===== config.mk =====
export PLATFORM = sky130hd
export DESIGN_NAME = dtcore32_id_ex_stage
export DESIGN_NICKNAME = d
export VERILOG_FILES = /design/src/rtl/dtcore32_id_ex_stage.sv
export SDC_FILE = /design/constraint.sdc
export NUM_CORES = 1
export LEC_CHECK = 0
export CAP_MARGIN = 5
export CORE_AREA = 2 2 163 165
export CTS_BUF_LIST = sky130_fd_sc_hd__clkbuf_8
export CTS_CLUSTER_SIZE = 14
export DETAILED_ROUTE_END_ITERATION = 12
export DIE_AREA = 0 0 165 167
export GPL_TIMING_DRIVEN = 1
export SYNTH_ARGS = -nofsm -noshare
export SYNTH_HDL_FRONTEND = slang
export SYNTH_SLANG_ARGS = --single-unit

===== constraint.sdc =====
create_clock -name clk_i -period 2.7 [get_ports clk_i]
set_input_delay 0.675 -clock clk_i [delete_from_list [all_inputs] [get_ports clk_i]]
set_output_delay 0.675 -clock clk_i [all_outputs]
set_load 0.01 [all_outputs]

===== src/rtl/dtcore32_id_ex_stage.sv =====
// ID/EX pipeline register with MEM/WB operand forwarding,
// load-use hazard detection and a saturating bubble counter.
module dtcore32_id_ex_stage #(
  parameter int CTRL_W = 16,
  parameter int CNT_W  = 16
) (
  input  logic              clk_i,
  input  logic              rst_i,
  input  logic              id_valid_i,
  input  logic [31:0]       id_pc_i,
  input  logic [4:0]        id_rs1_i,
  input  logic [4:0]        id_rs2_i,
  input  logic              id_uses_rs1_i,
  input  logic              id_uses_rs2_i,
  input  logic [4:0]        id_rd_i,
  input  logic              id_reg_wr_en_i,
  input  logic              id_is_load_i,
  input  logic [31:0]       id_imm_i,
  input  logic [CTRL_W-1:0] id_ctrl_i,
  input  logic [31:0]       id_rs1_data_i,
  input  logic [31:0]       id_rs2_data_i,
  input  logic              mem_valid_i,
  input  logic              mem_reg_wr_en_i,
  input  logic [4:0]        mem_rd_i,
  input  logic [31:0]       mem_result_i,
  input  logic              wb_valid_i,
  input  logic              wb_reg_wr_en_i,
  input  logic [4:0]        wb_rd_i,
  input  logic [31:0]       wb_result_i,
  input  logic              stall_i,
  input  logic              flush_i,
  output logic              ex_valid_o,
  output logic [31:0]       ex_pc_o,
  output logic [31:0]       ex_rs1_data_o,
  output logic [31:0]       ex_rs2_data_o,
  output logic [4:0]        ex_rd_o,
  output logic              ex_reg_wr_en_o,
  output logic              ex_is_load_o,
  output logic [31:0]       ex_imm_o,
  output logic [CTRL_W-1:0] ex_ctrl_o,
  output logic              load_use_stall_o,
  output logic [CNT_W-1:0]  bubble_cnt_o
);

  logic        mem_wr;
  logic        wb_wr;
  logic [31:0] rs1_fwd;
  logic [31:0] rs2_fwd;
  logic        hit1;
  logic        hit2;

  assign mem_wr = mem_valid_i & mem_reg_wr_en_i & (mem_rd_i != 5'd0);
  assign wb_wr  = wb_valid_i & wb_reg_wr_en_i & (wb_rd_i != 5'd0);

  // Operand 1 select: x0 is hardwired, MEM beats WB beats regfile
  always_comb begin
    rs1_fwd = id_rs1_data_i;
    if (id_rs1_i == 5'd0)
      rs1_fwd = 32'd0;
    else if (mem_wr && mem_rd_i == id_rs1_i)
      rs1_fwd = mem_result_i;
    else if (wb_wr && wb_rd_i == id_rs1_i)
      rs1_fwd = wb_result_i;
  end

  // Operand 2 select: same priority as operand 1
  always_comb begin
    rs2_fwd = id_rs2_data_i;
    if (id_rs2_i == 5'd0)
      rs2_fwd = 32'd0;
    else if (mem_wr && mem_rd_i == id_rs2_i)
      rs2_fwd = mem_result_i;
    else if (wb_wr && wb_rd_i == id_rs2_i)
      rs2_fwd = wb_result_i;
  end

  assign hit1 = id_uses_rs1_i & (id_rs1_i == ex_rd_o);
  assign hit2 = id_uses_rs2_i & (id_rs2_i == ex_rd_o);

  // Load in EX feeding ID: hold IF/ID one cycle unless EX is frozen/killed
  always_comb begin
    load_use_stall_o = id_valid_i & ex_valid_o & ex_is_load_o &
                       (ex_rd_o != 5'd0) & (hit1 | hit2);
    if (stall_i || flush_i)
      load_use_stall_o = 1'b0;
  end

  // EX register: reset > flush > hold > bubble > capture
  always_ff @(posedge clk_i) begin
    if (rst_i || flush_i || (!stall_i && load_use_stall_o)) begin
      ex_valid_o     <= 1'b0;
      ex_pc_o        <= '0;
      ex_rs1_data_o  <= '0;
      ex_rs2_data_o  <= '0;
      ex_rd_o        <= '0;
      ex_reg_wr_en_o <= 1'b0;
      ex_is_load_o   <= 1'b0;
      ex_imm_o       <= '0;
      ex_ctrl_o      <= '0;
    end else if (!stall_i) begin
      ex_valid_o     <= id_valid_i;
      ex_pc_o        <= id_pc_i;
      ex_rs1_data_o  <= rs1_fwd;
      ex_rs2_data_o  <= rs2_fwd;
      ex_rd_o        <= id_rd_i;
      ex_reg_wr_en_o <= id_reg_wr_en_i & id_valid_i;
      ex_is_load_o   <= id_is_load_i;
      ex_imm_o       <= id_imm_i;
      ex_ctrl_o      <= id_ctrl_i;
    end
  end

  // Saturating count of injected load-use bubbles
  always_ff @(posedge clk_i) begin
    if (rst_i)
      bubble_cnt_o <= '0;
    else if (!flush_i && !stall_i && load_use_stall_o &&
             bubble_cnt_o != {CNT_W{1'b1}})
      bubble_cnt_o <= bubble_cnt_o + 1'b1;
  end

endmodule


==> results of run 1 <==
## routing by layer
layer | vias up | global-route usage | share of wire
met5 | - | 0 | 0
met4 | 0 | 0.06541 | 0.021
met3 | 35 | 0.08468 | 0.099
met2 | 328 | 0.3708 | 0.49
met1 | 3791 | 0.2467 | 0.39
li1 | 4066 | - | -
## final cells by class
cell class / count / area, um^2
Fill cell: 2511 / 12730
Timing Repair Buffer: 469 / 4713
Multi-Input combinational cell: 697 / 4098
Sequential cell: 168 / 3364
Tap cell: 335 / 419.2
Clock buffer: 17 / 234.0
Clock inverter: 15 / 192.7
Inverter: 3 / 11.26
Antenna cell: 2 / 5.005
## sequential cells by signal, summed over array words and instances (netlist names), 5 cells and up
signal / flops
bubble_cnt_o: 16
ex_ctrl_o: 16
ex_imm_o: 32
ex_pc_o: 32
ex_rd_o: 5
ex_rs1_data_o: 32
ex_rs2_data_o: 32
## tightest hold or removal path: stages, from the launching register on
cell	delay [ps]
sky130_fd_sc_hd__dfxtp_1	320
sky130_fd_sc_hd__nand2_1	60
sky130_fd_sc_hd__a21oi_1	50
## cell usage after synthesis (14+ instances only)
cell	number	area, um^2
sky130_fd_sc_hd__a21oi_1	78	390.4
sky130_fd_sc_hd__xor2_1	18	157.7
sky130_fd_sc_hd__a31o_2	64	560.5
sky130_fd_sc_hd__nor2_1	92	345.3
sky130_fd_sc_hd__dfxtp_1	168	3363
sky130_fd_sc_hd__clkbuf_1	59	221.5
sky130_fd_sc_hd__mux2i_1	88	880.8
sky130_fd_sc_hd__nand2_1	202	758.2
sky130_fd_sc_hd__xnor2_1	14	122.6
sky130_fd_sc_hd__o21ai_0	72	360.4
## through the flow
stage,setup TNS [ps],cells
after CTS,0,1704
final,0,1706
after floorplan,0,938
after global placement,-10400,1671
after global routing,0,1705
after detailed placement,-13310,1671
## cells by family after synthesis
family                   count (synthesis)  share of synthesized area
XOR/XNOR                                32                    0.03594
buffers and inverters                   73                    0.04653
AND/OR/NAND/NOR                        353                     0.1932
AO/OA/AOI/OAI                          221                     0.1757
adder cells (fa/ha/maj)                  1                   0.001604
flip-flops                             168                     0.4313
multiplexers                            90                     0.1158
## power groups by stage
stage               clock (mW)  sequential (mW)  combinational, mW
detailed placement           0             2.65               1.08
finish                    1.97             2.59               1.08
global placement             0             2.65               1.08
floorplan                    0             2.68              0.379
global route              2.15             2.60               1.16
CTS                       2.05             2.60               1.09
## cell usage in the layout, fill, tap and decap left out, types with 2 or more instances in the layout
cell type                         instances
sky130_fd_sc_hd__a21oi_1                 76
sky130_fd_sc_hd__a21oi_2                  2
sky130_fd_sc_hd__a31o_2                  64
sky130_fd_sc_hd__and3_1                   4
sky130_fd_sc_hd__buf_12                  13
sky130_fd_sc_hd__buf_4                   42
sky130_fd_sc_hd__clkbuf_8                17
sky130_fd_sc_hd__clkdlybuf4s50_1        410
sky130_fd_sc_hd__clkinv_8                 3
sky130_fd_sc_hd__dfxtp_1                167
sky130_fd_sc_hd__diode_2                  2
sky130_fd_sc_hd__dlygate4sd2_1            2
sky130_fd_sc_hd__inv_1                    3
sky130_fd_sc_hd__inv_6                    3
sky130_fd_sc_hd__inv_8                    7
sky130_fd_sc_hd__mux2_2                   2
sky130_fd_sc_hd__mux2i_1                 88
sky130_fd_sc_hd__nand2_1                202
sky130_fd_sc_hd__nand3_1                  9
sky130_fd_sc_hd__nand4_1                  7
sky130_fd_sc_hd__nor2_1                  92
sky130_fd_sc_hd__nor2_4                  10
sky130_fd_sc_hd__nor3_1                  10
sky130_fd_sc_hd__nor4_1                   2
sky130_fd_sc_hd__o21ai_0                 72
sky130_fd_sc_hd__or3_1                    9
sky130_fd_sc_hd__or4_1                    2
sky130_fd_sc_hd__xnor2_1                 14
sky130_fd_sc_hd__xor2_1                  18
## repair_timing
item | 4_1_cts | 5_1_grt
pin swaps | 1 | 1
gates resized for setup | 5 | 3
endpoints found under the setup margin | 1 | 1
buffers inserted | 1 | 0
hold endpoints to repair | 0 | 0
hold buffers | 0 | 0
## worst max-delay path by stage
stage / start / endpoint
6_report: id_rs1_i[1] / load_use_stall_o
5_1_grt: id_rs1_i[4] / load_use_stall_o
4_1_cts: id_rs2_i[4] / load_use_stall_o
3_5_place_dp: id_rs2_i[3] / load_use_stall_o
3_3_place_gp: id_rs1_i[3] / load_use_stall_o
2_1_floorplan: mem_rd_i[0] / ex_rs1_data_o[10]
==> results_tabular.tex, run 1 <==
\begin{tabular}{lr}
\hline
Metric & Value \\
\hline
\multicolumn{2}{l}{\textbf{Run status}} \\
\quad Result of the run & finished clean \\
\multicolumn{2}{l}{\textbf{GRT}} \\
\quad GRT Total Usage & 0.2165 \\
\quad Total grt overflow & 0 \\
\quad First-pass GRT wire length & between 40 and 50 mm \\
\quad Number of global-route vias before repair & 7972 \\
\quad Largest net degree at the start of global routing & roughly 160 \\
\quad Number of antenna violations at the first check in global routing & 2 \\
\multicolumn{2}{l}{\textbf{Placement}} \\
\quad Post-placement setup slack & -413.7 ps \\
\quad Placer congestion estimate & 0.8480 \\
\quad IO Port Bufs & between 400 and 500 \\
\quad Half-perimeter wire length after detailed placement & 22.47 mm \\
\quad Placement Cell Area & $\sim$13000 um\^{}2 \\
\multicolumn{2}{l}{\textbf{Yosys}} \\
\quad Post-synthesis cell area & 7799 um\^{}2 \\
\quad Most common flop cell mapped by yosys & sky130\_fd\_sc\_hd\_\_dfxtp\_1 \\
\quad Sequential element share of the synthesized area & 0.4313 \\
\quad Number of distinct library cells after synthesis & 35 \\
\quad Syn Inst Count & $\sim$940 \\
\quad Average cell area after synthesis & 8.314 um\^{}2 \\
\quad \#FFs+latches synth & between 150 and 200 \\
\quad Post-synthesis async set-or-reset flop share & 0 \\
\quad Number of enable-type register cells in the synthesized netlist & 0 \\
\quad Yosys warning count & 0 \\
\quad Post-synth net total & $\sim$1200 \\
\multicolumn{2}{l}{\textbf{Clocking}} \\
\quad Num CTS Buffers & 17 \\
\quad TritonCTS clock tree & yes \\
\quad Max H-tree Level & 4 \\
\quad Clock Sink Count & 168 \\
\quad Maximum buffer depth of the clock tree & 2 \\
\quad Clock tree root driver cell & sky130\_fd\_sc\_hd\_\_clkbuf\_8 \\
\quad Clock Pin Slew Worst Setup and Hold Paths & 100 ps \\
\quad Clock latency on the worst-skew pair & around 470 ps \\
\multicolumn{2}{l}{\textbf{Drt}} \\
\quad DRC violation count after routing & 0 \\
\quad Vias & approximately 8200 \\
\quad Total detailed-routing wirelength & a little over 30 mm \\
\quad Router iterations before antenna repair & 4 \\
\quad Number of antenna-violating nets in the routed design & 0 \\
\quad Vias per std cell & a little under 5 \\
\quad DRC marker count from the first detailed-route iteration & $\sim$470 \\
\quad Post-detailed-route wirelength per cell & between 15 and 20 um \\
\multicolumn{2}{l}{\textbf{Power and ir drop}} \\
\quad Sw power & between 1.5 and 2 mW \\
\quad Pwr/cell area & 432.7 nW/um\^{}2 \\
\quad Switching power as a share of total power & 0.2878 \\
\quad Cell internal power dissipation & 4.018 mW \\
\quad Largest vdd supply drop & around 0.31 mV \\
\quad Static power due to leakage & around 4.9 nW \\
\quad Portion of total power attributed to combinational logic & 0.191 \\
\quad Clock power share & 0.349 \\
\quad Total chip power & $\sim$5.6 mW \\
\quad Sequential share of power & 0.460 \\
\multicolumn{2}{l}{\textbf{Critical path}} \\
\quad Total number of cells along the worst setup path & 6 \\
\quad Worst Setup Start Kind & input pin \\
\quad Cells along the critical path & clkdlybuf4s50\_1, xnor2\_1, nand4\_1, o22ai\_2, and2\_4, clkbuf\_2 \\
\quad R2R Path Start & ex\_rd\_o[1] \\
\quad R2r setup slk & 390 ps \\
\quad Count of cells along the worst register-to-register path & 8 \\
\quad CP Data Required Time & 2030 ps \\
\quad Crit path largest cell delay & 490 ps \\
\quad Critical path buffers and inverters & 2 \\
\quad Arrival time at the worst endpoint & 1930 ps \\
\quad Max stage delay cell, worst path & sky130\_fd\_sc\_hd\_\_clkdlybuf4s50\_1 \\
\quad Largest driver fanout on the critical path & 2 \\
\quad CP Capture Type & output port \\
\quad Critical path type & in2out \\
\quad Endpoint of the lowest-slack register-to-register path & ex\_rs2\_data\_o[20] \\
\quad Cell family with the largest share of critical-path delay & buffers and inverters \\
\multicolumn{2}{l}{\textbf{Worst hold path}} \\
\quad Source of the worst hold timing path & ex\_rs1\_data\_o[14] \\
\quad Number of instances on the worst hold path & 2 \\
\quad Capture endpoint of the worst hold path & ex\_rs1\_data\_o[14] \\
\quad Type of the tightest min-delay check & reg2reg \\
\multicolumn{2}{l}{\textbf{Final layout}} \\
\quad Final net count & 1603 \\
\quad Core Util, Final & 0.5060 \\
\quad Post-route standard cell area excluding fillers & approximately 13000 um\^{}2 \\
\quad Synthesis-to-layout area growth & 67.17\% \\
\quad Layout cell share with drive strength beyond 1 & 0.1264 \\
\multicolumn{2}{l}{\textbf{STA}} \\
\quad Hold slack final & 468.8 ps \\
\quad Worst clock skew & 24.41 ps \\
\quad RSZ-0062 raised after global routing & false \\
\quad Min cycle time layout & 2601 ps \\
\quad Tightest Pin Transition & 988.8 ps \\
\quad Tcrit/Tclk final & 0.9632 \\
\quad Number of max-slew violations in the final report & 0 \\
\quad Total of endpoints with negative setup slack in the final report & 0 \\
\quad Slew headroom & 0.3408 \\
\quad Hold Violations, Final & 0 \\
\quad Highest attainable clock frequency & 0.3845 GHz \\
\quad Worst setup slack after layout & 99.40 ps \\
\multicolumn{2}{l}{\textbf{Floorplanning}} \\
\quad Die W & 165 um \\
\quad Floorplan die height & 167 um \\
\quad Die ar. & between 20000 and 30000 um\^{}2 \\
\quad Number of placement rows & between 50 and 60 \\
\quad Core area & 25760 um\^{}2 \\
\quad Starting density of the core & 0.3027 \\
\quad I/O Pins & about 420 \\
\multicolumn{2}{l}{\textbf{Run}} \\
\quad Max-cap viol count & 0 \\
\hline
\end{tabular}
No activity file was read; power rests on OpenSTA's default activity.
==> run 2: changes to the inputs <==
--- a/config.mk
+++ b/config.mk
@@ -6,12 +6,13 @@
 export NUM_CORES = 1
 export LEC_CHECK = 0
 export CAP_MARGIN = 5
-export CORE_AREA = 2 2 163 165
+export CORE_AREA = 5 5 157 159
 export CTS_BUF_LIST = sky130_fd_sc_hd__clkbuf_8
 export CTS_CLUSTER_SIZE = 14
 export DETAILED_ROUTE_END_ITERATION = 12
-export DIE_AREA = 0 0 165 167
+export DIE_AREA = 0 0 162 164
 export GPL_TIMING_DRIVEN = 1
+export PLACE_DENSITY = 0.71
 export SYNTH_ARGS = -nofsm -noshare
 export SYNTH_HDL_FRONTEND = slang
 export SYNTH_SLANG_ARGS = --single-unit
==> results_tabular.tex, run 2 (synthesized netlist as in run 1, its figures left out) <==
\begin{tabular}{lr}
\hline
Metric & Value \\
\hline
\multicolumn{2}{l}{\textbf{Drt}} \\
\quad DRC marker count from the first detailed-route iteration & between 500 and 600 \\
\quad Total detailed-routing wirelength & a little over 30 mm \\
\quad Post-detailed-route wirelength per cell & roughly 18 um \\
\quad Vias & 8305 \\
\quad Number of antenna-violating nets in the routed design & 0 \\
\quad DRC violation count after routing & 0 \\
\quad Router iterations before antenna repair & 7 \\
\quad Vias per std cell & around 5.0 \\
\multicolumn{2}{l}{\textbf{Critical path}} \\
\quad Endpoint of the lowest-slack register-to-register path & ex\_imm\_o[6] \\
\quad CP Capture Type & output port \\
\quad Crit path largest cell delay & just under 500 ps \\
\quad Arrival time at the worst endpoint & about 1900 ps \\
\quad Largest driver fanout on the critical path & 2 \\
\quad Max stage delay cell, worst path & sky130\_fd\_sc\_hd\_\_clkdlybuf4s50\_1 \\
\quad Critical path type & in2out \\
\quad R2R Path Start & ex\_rd\_o[0] \\
\quad Cell family with the largest share of critical-path delay & buffers and inverters \\
\quad CP Data Required Time & 2030 ps \\
\quad Count of cells along the worst register-to-register path & 9 \\
\quad Total number of cells along the worst setup path & 6 \\
\quad R2r setup slk & between 400 and 500 ps \\
\quad Critical path buffers and inverters & 2 \\
\quad Cells along the critical path & clkdlybuf4s50\_1, xnor2\_1, nand4\_1, o22ai\_2, and2\_4, buf\_2 \\
\quad Worst Setup Start Kind & input pin \\
\multicolumn{2}{l}{\textbf{Clocking}} \\
\quad Clock Pin Slew Worst Setup and Hold Paths & $\sim$100 ps \\
\quad Clock latency on the worst-skew pair & approximately 460 ps \\
\quad TritonCTS clock tree & yes \\
\quad Maximum buffer depth of the clock tree & 2 \\
\quad Clock Sink Count & roughly 170 \\
\quad Clock tree root driver cell & sky130\_fd\_sc\_hd\_\_clkbuf\_8 \\
\quad Max H-tree Level & 4 \\
\quad Num CTS Buffers & 17 \\
\multicolumn{2}{l}{\textbf{Power and ir drop}} \\
\quad Largest vdd supply drop & between 0.2 and 0.3 mV \\
\quad Total chip power & 5.523 mW \\
\quad Static power due to leakage & approximately 4.9 nW \\
\quad Pwr/cell area & between 400 and 500 nW/um\^{}2 \\
\multicolumn{2}{l}{\textbf{Run}} \\
\quad Max-cap viol count & 0 \\
\multicolumn{2}{l}{\textbf{Worst hold path}} \\
\quad Type of the tightest min-delay check & reg2reg \\
\quad Capture endpoint of the worst hold path & ex\_rs2\_data\_o[15] \\
\quad Source of the worst hold timing path & ex\_rs2\_data\_o[15] \\
\quad Number of instances on the worst hold path & 2 \\
\multicolumn{2}{l}{\textbf{Placement}} \\
\quad Number of placed instances with taps included & about 1600 \\
\quad Placer congestion estimate & 0.8834 \\
\quad IO Port Bufs & between 400 and 500 \\
\quad Half-perimeter wire length after detailed placement & 22.34 mm \\
\multicolumn{2}{l}{\textbf{Final layout}} \\
\quad Finished Layout Cells & $\sim$1700 \\
\quad Commonest cells after routing, fill and taps aside & sky130\_fd\_sc\_hd\_\_clkdlybuf4s50\_1 (410), sky130\_fd\_sc\_hd\_\_nand2\_1 (202), sky130\_fd\_sc\_hd\_\_dfxtp\_1 (166) \\
\quad Synthesis-to-layout area growth & 66.18\% \\
\quad Most common cell after layout, fill and taps aside & sky130\_fd\_sc\_hd\_\_clkdlybuf4s50\_1 \\
\quad Antenna diodes & 0 \\
\quad Final net count & roughly 1600 \\
\quad Layout cell share with drive strength beyond 1 & 0.1253 \\
\multicolumn{2}{l}{\textbf{GRT}} \\
\quad Number of antenna violations at the first check in global routing & 1 \\
\quad Number of global-route vias before repair & 8230 \\
\quad GRT Total Usage & 0.2150 \\
\quad Largest net degree at the start of global routing & 156 \\
\quad Total grt overflow & 0 \\
\quad First-pass GRT wire length & 45.18 mm \\
\multicolumn{2}{l}{\textbf{STA}} \\
\quad Hold Violations, Final & 0 \\
\quad Tcrit/Tclk final & 0.9548 \\
\quad Highest attainable clock frequency & between 0.3 and 0.4 GHz \\
\quad Slew headroom & 0.2696 \\
\quad RSZ-0062 raised after global routing & false \\
\quad Total of endpoints with negative setup slack in the final report & 0 \\
\quad Worst clock skew & $\sim$18 ps \\
\quad Number of max-slew violations in the final report & 0 \\
\quad Tightest Pin Transition & 1096 ps \\
\quad Min cycle time layout & 2578 ps \\
\multicolumn{2}{l}{\textbf{Run status}} \\
\quad Result of the run & finished clean \\
\multicolumn{2}{l}{\textbf{Floorplanning}} \\
\quad Die W & approximately 160 um \\
\quad Core area & 23120 um\^{}2 \\
\quad Floorplan die height & 164 um \\
\quad Number of placement rows & 56 \\
\quad Die ar. & around 27000 um\^{}2 \\
\quad Starting density of the core & 0.3373 \\
\quad I/O Pins & approximately 420 \\
\hline
\end{tabular}
run 2: cell count changes in the layout (fill, tap and decap cells not counted), moves of 2 or more:
| cell | previous run | this run |
|---|---|---|
| sky130_fd_sc_hd__inv_8 | 7 | 2 |
| sky130_fd_sc_hd__diode_2 | 2 | 0 |
| sky130_fd_sc_hd__clkinv_8 | 3 | 6 |
| sky130_fd_sc_hd__buf_4 | 42 | 37 |
run 2: metal layers:
metal	vias to the layer above	part of all wire	track usage
li1	4057	-	-
met1	3796	0.39	0.2403
met2	386	0.47	0.3590
met3	64	0.11	0.09787
met4	2	0.035	0.08497
met5	-	0.00043	0
run 2: area by class of cell:
class / instances / area [um^2]
flip-flops and latches: 168 / 3366
repair buffers: 465 / 4700
clock inverters: 15 / 177.7
inverters: 3 / 11.26
multi-input cells: 697 / 4109
clock buffers: 17 / 234.0
fillers: 2091 / 10160
well taps: 290 / 362.8
run 2: how the worst max path moves through the flow:
stage	from	to	slack [ps]
finish	id_rs1_i[4]	load_use_stall_o	120
global route	id_rs1_i[2]	load_use_stall_o	80
CTS	id_rs1_i[4]	load_use_stall_o	6
detailed placement	id_rs1_i[3]	load_use_stall_o	-360
global placement	id_rs1_i[3]	load_use_stall_o	-350
floorplan	mem_rd_i[0]	ex_rs1_data_o[10]	450
run 2: what timing repair did:
item	in CTS	in global routing
hold endpoints to repair	0	0
resized for setup	6	6
setup endpoints to repair	1	1
hold buffers	0	0
setup buffers	0	1
pin swaps	0	3
run 2: power by group:
group | internal [mW] | leakage, nW | switching [mW]
combinational | 0.663 | 3.36 | 0.420
sequential | 2.55 | 1.37 | 0.0418
clock | 0.707 | 0.206 | 1.14
total | 3.92 | 4.94 | 1.60
run 2: through the flow:
step                  util  hold WS [ps]  setup slack [ps]  TNS, ps  instance area, um^2
finish              0.5605         465.6             122.1        0                12960
CTS                 0.5597         468.1             5.962        0                12940
detailed placement  0.5414         451.8            -359.4    -3225                12520
global placement    0.5414         448.2            -348.9   -917.1                12520
global route        0.5605         480.5             76.72        0                12960
floorplan                -         480.5             452.2        0                 7799
run 2: tightest hold or removal path: stages, from the launching register on:
cell                      delay, ps
sky130_fd_sc_hd__dfxtp_1        320
sky130_fd_sc_hd__nand2_1         60
sky130_fd_sc_hd__a21oi_1         50
==> run 3: changes to the inputs <==
--- a/config.mk
+++ b/config.mk
@@ -11,7 +11,8 @@
 export CTS_CLUSTER_SIZE = 14
 export DETAILED_ROUTE_END_ITERATION = 12
 export DIE_AREA = 0 0 162 164
-export GPL_TIMING_DRIVEN = 1
+export GPL_ROUTABILITY_DRIVEN = 0
+export GPL_TIMING_DRIVEN = 0
 export PLACE_DENSITY = 0.71
 export SYNTH_ARGS = -nofsm -noshare
 export SYNTH_HDL_FRONTEND = slang
==> results_tabular.tex, run 3 (synthesized netlist as in run 1, its figures left out) <==
\begin{tabular}{lr}
\hline
Metric & Value \\
\hline
\multicolumn{2}{l}{\textbf{Floorplanning}} \\
\quad Floorplan die height & 164 um \\
\quad I/O Pins & around 420 \\
\quad Number of placement rows & 56 \\
\quad Core area & 23120 um\^{}2 \\
\quad Die ar. & between 20000 and 30000 um\^{}2 \\
\quad Starting density of the core & 0.3373 \\
\quad Die W & approximately 160 um \\
\multicolumn{2}{l}{\textbf{Clocking}} \\
\quad Clock tree root driver cell & sky130\_fd\_sc\_hd\_\_clkbuf\_8 \\
\quad Max H-tree Level & 4 \\
\quad Clock latency on the worst-skew pair & roughly 470 ps \\
\quad Maximum buffer depth of the clock tree & 2 \\
\quad Clock Pin Slew Worst Setup and Hold Paths & around 100 ps \\
\quad Clock Sink Count & between 150 and 200 \\
\quad Num CTS Buffers & 17 \\
\quad TritonCTS clock tree & yes \\
\multicolumn{2}{l}{\textbf{Critical path}} \\
\quad Largest driver fanout on the critical path & 4 \\
\quad Arrival time at the worst endpoint & $\sim$1900 ps \\
\quad CP Capture Type & output port \\
\quad Worst Setup Start Kind & input pin \\
\quad Critical path type & in2out \\
\quad CP Data Required Time & roughly 2000 ps \\
\multicolumn{2}{l}{\textbf{STA}} \\
\quad Hold Violations, Final & 0 \\
\quad Hold slack final & around 470 ps \\
\quad Min cycle time layout & about 2600 ps \\
\quad Tcrit/Tclk final & 0.9530 \\
\quad Highest attainable clock frequency & roughly 0.39 GHz \\
\quad Fin Setup TNS & 0 ps \\
\quad Worst clock skew & 11.36 ps \\
\quad Total of endpoints with negative setup slack in the final report & 0 \\
\quad Slew headroom & 0.4478 \\
\quad Tightest Pin Transition & 828.2 ps \\
\quad Number of max-slew violations in the final report & 0 \\
\quad RSZ-0062 raised after global routing & false \\
\multicolumn{2}{l}{\textbf{Drt}} \\
\quad Vias & between 8000 and 9000 \\
\quad DRC violation count after routing & 0 \\
\quad Vias per std cell & roughly 5.1 \\
\quad DRC marker count from the first detailed-route iteration & approximately 590 \\
\quad Router iterations before antenna repair & 4 \\
\quad Number of antenna-violating nets in the routed design & 0 \\
\quad Total detailed-routing wirelength & 32.89 mm \\
\quad Post-detailed-route wirelength per cell & around 20 um \\
\multicolumn{2}{l}{\textbf{Power and ir drop}} \\
\quad Portion of total power attributed to combinational logic & 0.190 \\
\quad Pwr/cell area & around 440 nW/um\^{}2 \\
\quad Static power due to leakage & 4.843 nW \\
\quad Sw power & between 1.5 and 2 mW \\
\quad Clock power share & 0.350 \\
\quad Switching power as a share of total power & 0.2928 \\
\quad Sequential share of power & 0.460 \\
\quad Cell internal power dissipation & 3.987 mW \\
\quad Largest vdd supply drop & around 0.31 mV \\
\quad Total chip power & 5.637 mW \\
\multicolumn{2}{l}{\textbf{Placement}} \\
\quad IO Port Bufs & between 400 and 500 \\
\quad Half-perimeter wire length after detailed placement & 25.89 mm \\
\quad Placement Cell Area & 12300 um\^{}2 \\
\multicolumn{2}{l}{\textbf{GRT}} \\
\quad Number of global-route vias before repair & between 8000 and 9000 \\
\quad Number of antenna violations at the first check in global routing & 1 \\
\quad Total grt overflow & 0 \\
\quad Largest net degree at the start of global routing & 20 \\
\quad First-pass GRT wire length & just under 50 mm \\
\quad GRT Total Usage & 0.2373 \\
\multicolumn{2}{l}{\textbf{Final layout}} \\
\quad Synthesis-to-layout area growth & 64.45\% \\
\quad Final net count & around 1600 \\
\quad Most common cell after layout, fill and taps aside & sky130\_fd\_sc\_hd\_\_clkdlybuf4s50\_1 \\
\quad Layout cell share with drive strength beyond 1 & 0.1068 \\
\quad Post-route standard cell area excluding fillers & between 10000 and 15000 um\^{}2 \\
\quad Commonest cells after routing, fill and taps aside & sky130\_fd\_sc\_hd\_\_clkdlybuf4s50\_1 (402), sky130\_fd\_sc\_hd\_\_nand2\_1 (202), sky130\_fd\_sc\_hd\_\_dfxtp\_1 (166) \\
\multicolumn{2}{l}{\textbf{Run}} \\
\quad Max-cap viol count & 0 \\
\multicolumn{2}{l}{\textbf{Run status}} \\
\quad Result of the run & finished clean \\
\multicolumn{2}{l}{\textbf{Worst hold path}} \\
\quad Type of the tightest min-delay check & reg2reg \\
\hline
\end{tabular}
-- run 3: path summary, 6_finish.rpt --
check                                        from           endpoint  slack [ps]  cells past startpoint
worst min-delay path            ex_rs1_data_o[20]  ex_rs1_data_o[20]         470                      2
worst max register to register    bubble_cnt_o[0]    bubble_cnt_o[9]         230                      9
worst min register to register  ex_rs1_data_o[20]  ex_rs1_data_o[20]         470                      2
worst max-delay path                      stall_i   load_use_stall_o         130                      4
-- run 3: layer usage --
layer  share of wire  routed length, um  track usage
met2            0.49              16000       0.4153
met3            0.11               3454      0.09762
met1            0.38              12450       0.2602
met5               0                  0            0
met4           0.030                989      0.08304
-- run 3: stage by stage --
| stage | setup WS [ps] | util | instances |
|---|---|---|---|
| after CTS | 1.663 | 0.5521 | 1673 |
| after floorplan | 452.2 | - | 938 |
| after global placement | -843.3 | 0.5318 | 1641 |
| after global routing | 6.498 | 0.5547 | 1677 |
| after detailed placement | -877.3 | 0.5318 | 1641 |
| final | 126.8 | 0.5547 | 1677 |
-- run 3: cell type report --
| cell class | count | area, um^2 |
|---|---|---|
| Antenna cell | 1 | 2.502 |
| Buffer | 70 | 371.6 |
| Clock buffer | 17 | 234.0 |
| Clock inverter | 15 | 205.2 |
| Fill cell | 2130 | 10300 |
| Inverter | 3 | 11.26 |
| Multi-Input combinational cell | 697 | 4105 |
| Sequential cell | 168 | 3368 |
| Tap cell | 290 | 362.8 |
| Timing Repair Buffer | 416 | 4164 |
-- run 3: power by group through the flow --
stage | combinational, mW | sequential, mW | clock (mW)
2_1_floorplan | 0.379 | 2.68 | 0
3_3_place_gp | 1.06 | 2.65 | 0
3_5_place_dp | 1.07 | 2.65 | 0
4_1_cts | 1.07 | 2.60 | 2.03
5_1_grt | 1.14 | 2.61 | 2.13
6_report | 1.07 | 2.60 | 1.97
-- run 3: critical path, cell delays in order --
cell	delay [ps]
sky130_fd_sc_hd__clkdlybuf4s50_1	520
sky130_fd_sc_hd__nor4_4	360
sky130_fd_sc_hd__and2_4	210
sky130_fd_sc_hd__clkbuf_2	140
-- run 3: what timing repair did --
action                                  CTS  global route
pin swaps                                 1             1
endpoints found under the setup margin   57            57
buffers inserted                          0             3
resized for setup                        27            19
cloned                                    0             0
hold buffers                              0             0
==> RTL change 1 (settings of run 3) <==
The parameter `CNT_W` goes from 16 to 24.
--- a/src/rtl/dtcore32_id_ex_stage.sv
+++ b/src/rtl/dtcore32_id_ex_stage.sv
@@ -4,3 +4,3 @@
   parameter int CTRL_W = 16,
-  parameter int CNT_W  = 16
+  parameter int CNT_W  = 24
 ) (
Interface: changed (resized bubble_cnt_o); port bits go from 415 to 423. The function was not compared with the original's and may differ.
==> RTL change 1 against run 3 <==
Count of clock-buffer cells in the layout is the same. Sequential cell count grew 8. Via count grew 4.6%. Area after synthesis grew 15%. Cell area grew 8.7%. Die area is the same. First-iteration DRC count grew 2.5%. Total power grew 1.2%. Routed wire length grew 4.9%. Setup slack lost 55 ps.
==> RTL change 1: results (changes against run 3) <==
outcome completed; n_diodes 0 (-1); sequential fraction of the synthesis area 0.3942 (-0.03702); Hold Crit Class register to register; antenna violations before repair 0 (-1); commonest cells in the netlist nand2_1, dfxtp_1, nor2_1; Data buffer area share 0.3556 (+0.001895); via/cell ratio 5.115 (+0.95%); FF+latch area 0.003528 mm^2 (+4.8%); FF+latch count 176 (+4.8%); Starting DRT DRC Count 609 (+2.5%); Routed Wire Length 34.51 mm (+4.9%); relative slew slack 0.3732 (-0.07469); first-pass GRT wire length 51.20 mm (+3.9%); Power per Cell Area 409.2 mW/mm^2 (-6.9%); Buffers excl. clock 499 (+2.7%); slowest stage delay, CP 340 ps (-180 ps); Clk Latency, worst-skew pair 470 ps (about the same); Worst-path clk slew 100 ps (about the same); Hold Violations, Final 0 (unchanged); Synth cell types 50 (+43%); Non-clk invs 6 (+3); number of fill cells in the layout 2079 (-2.4%); IO Port Bufs 422 (+2.2%); count leader, synth nand2_1; R2R Setup Slk 400 ps (+170 ps); number of buffers created by CTS 17 (unchanged); clock root cell clkbuf_8; TritonRoute pass-1 iters 6 (+2); Crit-path slowest cell dlygate4sd2_1; Synth area leaders dfxtp_1, mux2i_1, nand2_1, a311o_1, a21oi_1; clk tree area frac 0.02943 (-0.004816); most used flip-flop cell after synthesis dfxtp_1; final std cells w/o fill 1738 (+3.6%); Flop pwr share 0.475 (+0.015); multi-input logic area 0.004663 mm^2 (+14%); Net Sw Frac 0.2931 (about the same); syn_nets 1236 (+4.3%); DP HPWL 27.16 mm (+4.9%); Peak VDD IR 0.0002893 V (-6.0%); vias in the first global route 8858 (+2.8%); Clock Skew 17.30 ps (+5.936 ps); Area after DPL 0.01352 mm^2 (+10%); Syn Area/Cell 9.037 um^2 (+8.7%); Power Clock 1.86 mW (-6%); CP arrival 1950 ps (+50 ps); min setup slack post-route 71.53 ps (-55.29 ps); leakage power 5.213 nW (+7.7%); pre-CTS setup slack -734.8 ps (+142.4 ps); share of cells above drive strength 1 0.1333 (+0.02651); gr usage total 0.2491 (+0.01187); Multi-Input Combinational 735 (+5.5%)
==> RTL change 1: changes by cell type in the layout (fill, tap and decap cells not counted), moves of 12 or more <==
cell      before  now
a311o_1        0   64
a31o_2        64    0
buf_2          2   14
clkbuf_1      43   13
clkbuf_8      17   30
nor2_2         1   50
nor2_4        10   30
o21ai_0       72    6
==> RTL change 1: path summary, 6_finish.rpt <==
kind | endpoint | depth (start not counted) | start
worst max register to register | bubble_cnt_o[17] | 6 | ex_is_load_o
worst min register to register | ex_rs1_data_o[11] | 2 | ex_rs1_data_o[11]
worst max-delay path | load_use_stall_o | 7 | id_rs2_i[1]
worst min-delay path | ex_rs1_data_o[11] | 2 | ex_rs1_data_o[11]
==> RTL change 1: kinds of logic (layout without fill, tap and decap cells) <==
family          count (synthesis)  count (layout)  synth area share
simple gates                  446             446            0.2468
fa+ha+maj                       1               1          0.001400
flops                         176             176            0.3942
compound gates                158             158            0.1295
xor+xnor                       37              37           0.03626
mux                            93              93            0.1049
buf+inv                        78             537           0.08694
==> RTL change 1: per-layer routing <==
layer | vias up | routed length [um] | GRT usage
met5 | - | 0 | 0
met1 | 4144 | 13390 | 0.2778
li1 | 4294 | - | -
met4 | 0 | 1190 | 0.09958
met2 | 389 | 16730 | 0.4326
met3 | 63 | 3201 | 0.09159
==> RTL change 1: stage by stage <==
step	hold slack (ps)	utilization
floorplan	479.9	-
global placement	446.2	0.5849
detailed placement	449.0	0.5849
CTS	465.6	0.6045
global route	487.3	0.6031
finish	462.7	0.6031
==> RTL change 1: repair_timing <==
action	4_1_cts	5_1_grt
resized for setup	19	17
pin swaps	4	7
buffers inserted	4	1
setup endpoints to repair	1	35
cloned	0	0
==> RTL change 2 (flow settings as in run 3) <==
Without the edit above. Reset style: asynchronous (`rst_i`), changed in one clocked block.
--- a/src/rtl/dtcore32_id_ex_stage.sv
+++ b/src/rtl/dtcore32_id_ex_stage.sv
@@ -113,3 +113,3 @@
   // Saturating count of injected load-use bubbles
-  always_ff @(posedge clk_i) begin
+  always_ff @(posedge clk_i or posedge rst_i) begin
     if (rst_i)
Behaviour: differs if rst_i is asserted again (counterexample within 4 cycles, from zero or initial values and one cycle with rst_i high); with rst_i held inactive, the same outputs for 4 cycles.
==> RTL change 2 against run 3 <==
Clock power fell by 8%. Setup slack lost 70 ps. Sequential cell count unchanged. Cell area decreased by 0.27%. Total power is 3.0% lower. Routed wire length up 1.6%. Critical path type unchanged. Global-route usage grew 0.21 points. Area after synthesis increased by 0.29%.
==> RTL change 2: results (changes against run 3) <==
Routed Wire Length 33.40 mm (+1.6%); DP Cell Count 1620 (-1.3%); slowest stage delay, CP 290 ps (-230 ps); met2 Usage GRT 0.4070 (-0.008371); YS warnings 0 (unchanged); Worst-path clk slew 90 ps; met3 Usage GRT 0.09134 (-0.006274); wl on met1 13.06 mm (+4.9%); reg2reg end ex_rs2_data_o[16]; asr flop ratio synth 0.09524 (+0.09524); CP startpoint id_rs2_i[2]; via/cell ratio 5.080 (+0.26%); most used flip-flop cell after synthesis dfxtp_1; FF-to-FF Start ex_rd_o[3]; CP arrival 1970 ps (+70 ps); Peak VDD IR 0.0002990 V (-2.8%); Avg WL per Cell 20.14 um (+2.7%); Starting DRT DRC Count 533 (-10%); Setup crit end load_use_stall_o; commonest cells in the netlist nand2_1, dfxtp_1, nor2_1; DP HPWL 25.83 mm (-0.24%); Setup Total Neg Slack 0 ps (unchanged); outcome completed; switching power 1.596 mW (-3.3%); Synth area leaders dfxtp_1, mux2i_1, nand2_1, a31o_1, dfrtp_1; R2R Setup Slk 420 ps (+190 ps); IO Port Bufs 414 (+0.24%); Syn Area/Cell 8.538 um^2 (+2.7%); first-pass GRT wire length 48.94 mm (-0.70%); met1 usage 0.2775 (+0.01735); Clock Skew 24.12 ps (+12.76 ps); met2 WL 16.03 mm (+0.21%); syn_nets 1163 (-1.9%); mux cell area share after synthesis 0.1115 (-0.004333); Hold Crit Class register to register; pre-CTS setup slack -756.7 ps (+120.5 ps); vias in the first global route 8412 (-2.4%); critical path's top delay family buffers and inverters; sequential fraction of the synthesis area 0.4402 (+0.008997); Pint 3.871 mW (-2.9%); Synth Area in Compound Gates 0.1641 (-0.01154); Top Layer Used met4; Area after DPL 0.01233 mm^2 (+0.27%); share of cells above drive strength 1 0.07462 (-0.03217); wire length on met3 3.357 mm (-2.8%); post-synthesis xor/xnor area fraction 0.05039 (+0.01445); Crit-path slowest cell clkdlybuf4s15_1; Clock Power Share 0.331 (-0.019); Synth cell types 37 (+5.7%); CP Max Fanout 6 (+2); leakage power 5.023 nW (+3.7%); number of fill cells in the layout 2149 (+0.89%); TritonRoute pass-1 iters 7 (+3); largest net degree at the start of global routing 19 (-5.0%); Final min period 2643 ps (+70.01 ps); worst reg2reg path depth 8 (-1); gr usage total 0.2393 (+0.002072); relative slew slack 0.4586 (+0.01071); Post-Layout Inst Area 0.01279 mm^2 (-0.27%); Post-Synth Adder-Cell Area 0.001600 (-0.000004620)
-- RTL change 2: cell count changes after synthesis, moves of 6 or more --
cell	before	now
a31o_1	0	54
a31o_2	64	10
clkbuf_1	59	34
dfrtp_1	0	16
dfxtp_1	168	152
xor2_1	18	31
buf_2	2	14
a21oi_1	78	68
nor2_4	10	0
buf_6	4	12
o21ai_0	72	64
or3_1	10	2
nor2_1	92	98
-- RTL change 2: cell families (layout without fill, tap and decap cells) --
family	Yosys count	after routing
AND/OR/NAND/NOR	346	346
other	0	2
adder cells (fa/ha/maj)	1	1
AO/OA/AOI/OAI	200	200
multiplexers	87	87
XOR/XNOR	45	45
flip-flops	168	168
buffers and inverters	69	520
-- RTL change 2: worst min path at each step --
| stage | start | to | slack (ps) | cells after the start |
|---|---|---|---|---|
| detailed placement | ex_rs1_data_o[1] | ex_rs1_data_o[1] | 460 | 2 |
| global route | ex_rs2_data_o[6] | ex_rs2_data_o[6] | 480 | 2 |
| floorplan | ex_rs1_data_o[11] | ex_rs1_data_o[11] | 490 | 2 |
| finish | ex_rs1_data_o[1] | ex_rs1_data_o[1] | 470 | 2 |
| global placement | ex_rs1_data_o[16] | ex_rs1_data_o[16] | 450 | 2 |
| CTS | ex_rs1_data_o[1] | ex_rs1_data_o[1] | 470 | 2 |
-- RTL change 2: layout make-up --
class / count / share of cell area
antenna: 2 / 0.0003913
clock inverter: 15 / 0.01223
multi-input combinational: 679 / 0.3140
sequential: 168 / 0.2696
tap: 290 / 0.02837
buffer: 67 / 0.02935
inverter: 2 / 0.0005870
timing repair buffer: 419 / 0.3271
clock buffer: 17 / 0.01829
-- RTL change 2: repair_timing --
item	in CTS	in global routing
gates resized for setup	30	12
buffers inserted	1	4
setup endpoints to repair	1	5
pin swaps	4	1
